==> config.mk <==
export PLATFORM = sky130hd
export DESIGN_NAME = dvp_pattern_gen
export DESIGN_NICKNAME = d
export VERILOG_FILES = /design/src/rtl/dvp_pkg.sv /design/src/rtl/dvp_timing.sv /design/src/rtl/dvp_pattern_gen.sv
export SDC_FILE = /design/constraint.sdc
export NUM_CORES = 1
export LEC_CHECK = 0
export ABC_AREA = 1
export ABC_CLOCK_PERIOD_IN_PS = 5000
export CAP_MARGIN = 20
export CORE_MARGIN = 2
export CORE_UTILIZATION = 59
export CTS_BUF_LIST = sky130_fd_sc_hd__clkbuf_16
export CTS_CLUSTER_DIAMETER = 120
export DETAILED_ROUTE_END_ITERATION = 10
export GPL_ROUTABILITY_DRIVEN = 0
export PLACE_DENSITY = 0.92
export SETUP_SLACK_MARGIN = 0.15
export SYNTH_ARGS = -nofsm -noshare
export SYNTH_HDL_FRONTEND = slang
export SYNTH_SLANG_ARGS = --single-unit
==> constraint.sdc <==
create_clock -name ov5640_pclk -period 5 [get_ports ov5640_pclk]
set_input_delay 1.5 -clock ov5640_pclk [delete_from_list [all_inputs] [get_ports ov5640_pclk]]
set_output_delay 1.5 -clock ov5640_pclk [all_outputs]
set_load 0.1 [all_outputs]
==> src/rtl/dvp_pkg.sv <==
// dvp_pkg: shared encodings for the DVP pattern generator.
// Holds the pattern modes, the RGB565 colour-bar palette and the frame FSM states.
package dvp_pkg;
   typedef enum logic [2:0] {S_IDLE, S_VSYNC, S_VBACK, S_ACTIVE, S_VFRONT} state_e;
   localparam logic [1:0] MODE_BARS  = 2'd0;
   localparam logic [1:0] MODE_COUNT = 2'd1;
   localparam logic [1:0] MODE_SOLID = 2'd2;
   localparam logic [1:0] MODE_BLACK = 2'd3;
   // Index 0 is the leftmost bar: white, yellow, cyan, green, magenta, red, blue, black.
   localparam logic [7:0][15:0] BAR_COLORS = {16'h0000, 16'h001F, 16'hF800, 16'hF81F,
                                              16'h07E0, 16'h07FF, 16'hFFE0, 16'hFFFF};
endpackage

==> src/rtl/dvp_timing.sv <==
// dvp_timing: frame FSM with byte/blank position and line-period counters.
// Emits the raw state plus line_active, frame_start and frame_end strobes for the output stage.
module dvp_timing
   import dvp_pkg::*;
#(
   parameter int H_ACTIVE    = 640,
   parameter int V_ACTIVE    = 480,
   parameter int H_BLANK     = 144,
   parameter int VSYNC_LINES = 3,
   parameter int V_BACK      = 17,
   parameter int V_FRONT     = 10,
   localparam int L  = 2 * H_ACTIVE + H_BLANK,
   localparam int HW = $clog2(L)
)(
   input  logic          clk_i,
   input  logic          rst_ni,
   input  logic          enable_i,
   output state_e        state_o,
   output logic [HW-1:0] hcnt_o,
   output logic          line_active_o,
   output logic          frame_start_o,
   output logic          frame_end_o
);
   localparam int VW = $clog2(VSYNC_LINES + V_BACK + V_ACTIVE + V_FRONT + 1);

   state_e        state_q, state_d;
   logic [HW-1:0] hcnt_q, hcnt_d;
   logic [VW-1:0] vcnt_q, vcnt_d, lines_m1;
   logic          line_end, last_line;

   always_ff @(posedge clk_i or negedge rst_ni) begin
      if (!rst_ni) begin
         state_q <= S_IDLE;
         hcnt_q  <= '0;
         vcnt_q  <= '0;
      end else begin
         state_q <= state_d;
         hcnt_q  <= hcnt_d;
         vcnt_q  <= vcnt_d;
      end
   end

   always_comb begin
      lines_m1      = state_q == S_VSYNC  ? VW'(VSYNC_LINES - 1) :
                      state_q == S_VBACK  ? VW'(V_BACK - 1) :
                      state_q == S_ACTIVE ? VW'(V_ACTIVE - 1) : VW'(V_FRONT - 1);
      line_end      = hcnt_q == HW'(L - 1);
      last_line     = line_end && vcnt_q == lines_m1;
      frame_end_o   = state_q == S_VFRONT && last_line;
      frame_start_o = enable_i && (state_q == S_IDLE || frame_end_o);
      line_active_o = state_q == S_ACTIVE && hcnt_q < HW'(2 * H_ACTIVE);
      state_d       = state_q;
      hcnt_d        = line_end ? '0 : hcnt_q + 1'b1;
      vcnt_d        = line_end ? vcnt_q + 1'b1 : vcnt_q;
      // Counters restart on every state entry; IDLE holds them at zero.
      if (state_q == S_IDLE || last_line) begin
         hcnt_d = '0;
         vcnt_d = '0;
         case (state_q)
            S_VSYNC:  state_d = S_VBACK;
            S_VBACK:  state_d = S_ACTIVE;
            S_ACTIVE: state_d = S_VFRONT;
            default:  state_d = enable_i ? S_VSYNC : S_IDLE;
         endcase
      end
   end

   assign state_o = state_q;
   assign hcnt_o  = hcnt_q;
endmodule

==> src/rtl/dvp_pattern_gen.sv <==
// dvp_pattern_gen: OV5640-style DVP source producing RGB565 test frames.
// Latches mode/colour at frame start, muxes the pixel byte and registers every output pin.
module dvp_pattern_gen
   import dvp_pkg::*;
#(
   parameter int H_ACTIVE    = 640,
   parameter int V_ACTIVE    = 480,
   parameter int H_BLANK     = 144,
   parameter int VSYNC_LINES = 3,
   parameter int V_BACK      = 17,
   parameter int V_FRONT     = 10,
   localparam int HW = $clog2(2 * H_ACTIVE + H_BLANK)
)(
   input  logic        ov5640_pclk,
   input  logic        rst_n,
   input  logic        enable,
   input  logic [1:0]  mode,
   input  logic [15:0] pix_color,
   output logic        cam_vsync,
   output logic        cam_href,
   output logic [7:0]  cam_data,
   output logic        frame_done,
   output logic [15:0] frame_cnt
);
   state_e        state;
   logic [HW-1:0] hcnt;
   logic          line_active, frame_start, frame_end;
   logic [1:0]    mode_q;
   logic [15:0]   color_q, cnt_q, h16, px;
   logic [2:0]    bar;
   logic [7:0]    data_d, data_q;
   logic          vsync_q, href_q, done_q;

   dvp_timing #(
      .H_ACTIVE(H_ACTIVE), .V_ACTIVE(V_ACTIVE), .H_BLANK(H_BLANK),
      .VSYNC_LINES(VSYNC_LINES), .V_BACK(V_BACK), .V_FRONT(V_FRONT)
   ) u_timing (
      .clk_i(ov5640_pclk), .rst_ni(rst_n), .enable_i(enable), .state_o(state), .hcnt_o(hcnt),
      .line_active_o(line_active), .frame_start_o(frame_start), .frame_end_o(frame_end)
   );

   always_comb begin
      h16    = 16'(hcnt);
      bar    = 3'((h16 >> 1) / 16'(H_ACTIVE / 8));
      px     = mode_q == MODE_BLACK ? 16'h0000 : mode_q == MODE_SOLID ? color_q : BAR_COLORS[bar];
      data_d = !line_active ? 8'h00 : mode_q == MODE_COUNT ? h16[7:0] : h16[0] ? px[7:0] : px[15:8];
   end

   always_ff @(posedge ov5640_pclk or negedge rst_n) begin
      if (!rst_n) begin
         mode_q  <= MODE_BARS;
         color_q <= '0;
         vsync_q <= 1'b0;
         href_q  <= 1'b0;
         data_q  <= '0;
         done_q  <= 1'b0;
         cnt_q   <= '0;
      end else begin
         if (frame_start) begin
            mode_q  <= mode;
            color_q <= pix_color;
         end
         vsync_q <= state == S_VSYNC;
         href_q  <= line_active;
         data_q  <= data_d;
         done_q  <= frame_end;
         cnt_q   <= cnt_q + 16'(frame_end);
      end
   end

   assign cam_vsync  = vsync_q;
   assign cam_href   = href_q;
   assign cam_data   = data_q;
   assign frame_done = done_q;
   assign frame_cnt  = cnt_q;
endmodule

==> impl_metrics.env <==
export IMPL_ir_drop_mv=0.249
export IMPL_powerDensity_nw_per_um2=262
export IMPL_period_minus_slack_ns=3.54
export IMPL_status="complete, no violations"
export IMPL_cp_startpoint="u_timing.hcnt_o[0]"
export IMPL_r2r_end="frame_cnt[15]"
export IMPL_power_total_w=0.00114
export IMPL_worstMarginPinSlew_ns=0.992
export IMPL_ys_seq_area_frac=0.474
export IMPL_placed_cells=523
export IMPL_hold_viol_final=0
export IMPL_max_freq_mhz=283
export IMPL_arrival_ns=3.76
export IMPL_multi_input_comb_area_um2=1590
export IMPL_synth_flop_cell="dfrtp_1"
export IMPL_area_growth_pct=21.1
export IMPL_drv_cap=0
export IMPL_crit_fanout=11
export IMPL_antenna_found_initial=0
export IMPL_wire_per_inst_um=14.4
export IMPL_dp_hpwl_um=5460
export IMPL_slew_violations=0
export IMPL_end_kind="flip-flop"
export IMPL_clk_pin_slew_ns=0.05
export IMPL_cts_made_buffers=9
export IMPL_rsz0062_at_grt="false"
export IMPL_grt_ovfl_total=0
export IMPL_start_util=0.610
export IMPL_p_leak_nw=2.08
export IMPL_viasPerCell=5.57
export IMPL_final_cells=538
export IMPL_cp_required_ns=5.22
export IMPL_fin_util=0.739
export IMPL_first_pass_iters=5
export IMPL_critPathLaunchType="flip-flop"
export IMPL_grtUsageTotal=0.261
export IMPL_die_w_um=82.0
export IMPL_n_antenna_cell=0
export IMPL_htreeDepth=3
export IMPL_ys_warn_count=0
export IMPL_syn_area_um2=3590
export IMPL_syn_inst=408
export IMPL_clock_sinks=68
export IMPL_cts_setup_buffers=0
export IMPL_hold_ws_ns=0.469
export IMPL_cts_root_buffer="clkbuf_16"
export IMPL_cts_hold_buffers=0
export IMPL_rrSetupSlack_ns=1.46
export IMPL_setup_viol=0
export IMPL_cts_buffer_depth=2
export IMPL_relSlewSlack=0.337
export IMPL_r2r_cells=13
export IMPL_fp_dieH_um=82.0
export IMPL_synth_cell_type_count=40
export IMPL_drc=0
export IMPL_fillers=409
export IMPL_io_buffers=47
export IMPL_clock_latency_ns=0.33
export IMPL_ant_nets=0
export IMPL_synth_async_reset_ratio=1.00
export IMPL_drt_iter0_drc=248
export IMPL_synth_top_area_cell="dfrtp_1"
export IMPL_crit_end="frame_cnt[15]"
export IMPL_synth_edff_count=0
export IMPL_cts_tree="yes"
export IMPL_synth_common_cells="79 x nand2_1, 68 x dfrtp_1, 55 x inv_1"
export IMPL_num_io_pins=48
export IMPL_skew_ns=0.00641
export IMPL_yosysMostFrequentCell="nand2_1"
export IMPL_drive_gt1_frac=0.171
export IMPL_grt_pass1_vias=2843
export IMPL_core_area_um2=5890
export IMPL_cts_resized=0
export IMPL_grt_max_degree=37
export IMPL_layout_area_seq_um2=1700
export IMPL_synth_top_area_frac=0.474
export IMPL_rr_startpoint="u_timing.hcnt_o[0]"
export IMPL_synth_nets=433
export IMPL_syn_area_per_cell_um2=8.80
export IMPL_drt_total_wl_um=7730
export IMPL_num_rows=28
export IMPL_die_area_um2=6730
export IMPL_path_class="flip-flop to flip-flop"
export IMPL_synthTopCellsByArea="dfrtp_1 47%, nand2_1 8.3%, inv_1 5.7%, o21ai_2 4.9%, xor2_1 3.9%"
export IMPL_min_path_type="flip-flop to flip-flop"
export IMPL_grt_pass1_wl_um=13000
export IMPL_via_count=2997
export IMPL_nets=484
export IMPL_synth_seq_cells=68
export IMPL_fin_crit_sh=0.707
export IMPL_setup_tns_final_ns=0
## per-layer routing
| metal | up-vias | track usage | share of wire |
|---|---|---|---|
| li1 | 1426 | - | - |
| met1 | 1403 | 0.306 | 0.40 |
| met2 | 142 | 0.445 | 0.51 |
| met3 | 26 | 0.0648 | 0.062 |
| met4 | 0 | 0.130 | 0.034 |
| met5 | - | 0 | 0 |
## worst min-delay path by stage
stage               depth (start not counted)           from       endpoint
floorplan                                   2     color_q[0]     color_q[0]
global placement                            2     color_q[4]     color_q[4]
detailed placement                          2     color_q[0]     color_q[0]
CTS                                         1  frame_cnt[15]  frame_cnt[15]
global route                                2    color_q[15]    color_q[15]
finish                                      1  frame_cnt[15]  frame_cnt[15]
## cells in the final DEF (no fill, tap or decap), types with 2 or more instances in the layout
cell and instances:
a21oi_1 17, a21oi_2 3, a31oi_1 5, and3_1 2
buf_4 2, clkbuf_16 9, clkdlybuf4s50_1 46, clkinv_2 2
dfrtp_1 68, ha_1 4, inv_1 56, inv_2 4
nand2_1 79, nand2_2 14, nand3_1 23, nand3_2 2
nand4_1 8, nor2_1 26, nor2_2 3, nor2_4 2
nor3_1 8, nor3_2 3, o21ai_0 15, o21ai_2 20
or2_2 5, xnor2_1 3, xor2_1 16
## worst max-delay path, stage by stage, from the launching register on
cell and delay, ns:
dfrtp_1 0.53, ha_1 0.26, nand3_1 0.19, nor3_2 0.25, nand3_2 0.15, nor4_4 0.36
ha_1 0.25, nand3_1 0.13, nor3_1 0.26, nand3_1 0.17, nand3b_1 0.26, nor3_1 0.30
nand4_1 0.15, xnor2_1 0.15
## state kept, by name, indices dropped and copies added, names as in the netlist
register          count
frame_cnt            16
cam_href              1
cam_vsync             1
u_timing.hcnt_o      11
color_q              16
mode_q                2
u_timing.state_o      3
frame_done            1
cam_data              8
u_timing.vcnt_q       9
## cell type report
type / count / share of cell area
inverters: 60 / 0.0524
repair buffers: 49 / 0.110
well taps: 75 / 0.0216
clock inverters: 6 / 0.00777
multi-input cells: 271 / 0.365
flip-flops and latches: 68 / 0.391
clock buffers: 9 / 0.0518
## logic make-up after synthesis
| kind of cell | synth area share |
|---|---|
| xor+xnor | 0.0463 |
| buf+inv | 0.0843 |
| simple gates | 0.250 |
| compound gates | 0.132 |
| flops | 0.474 |
| fa+ha+maj | 0.0139 |
## through the flow
step	instance area, um^2	setup WS, ns
4_1_cts	4350	1.47
5_1_grt	4350	1.21
2_1_floorplan	3590	1.97
6_report	4350	1.46
3_5_place_dp	4090	1.57
3_3_place_gp	4090	1.79
## report_power, final
part / internal [W] / switching [W]
clock network: 0.000328 / 0.000230
registers: 0.000551 / 0
logic: 0.0000147 / 0.0000160
total: 0.000893 / 0.000246
No activity file was read; power rests on OpenSTA's default activity.
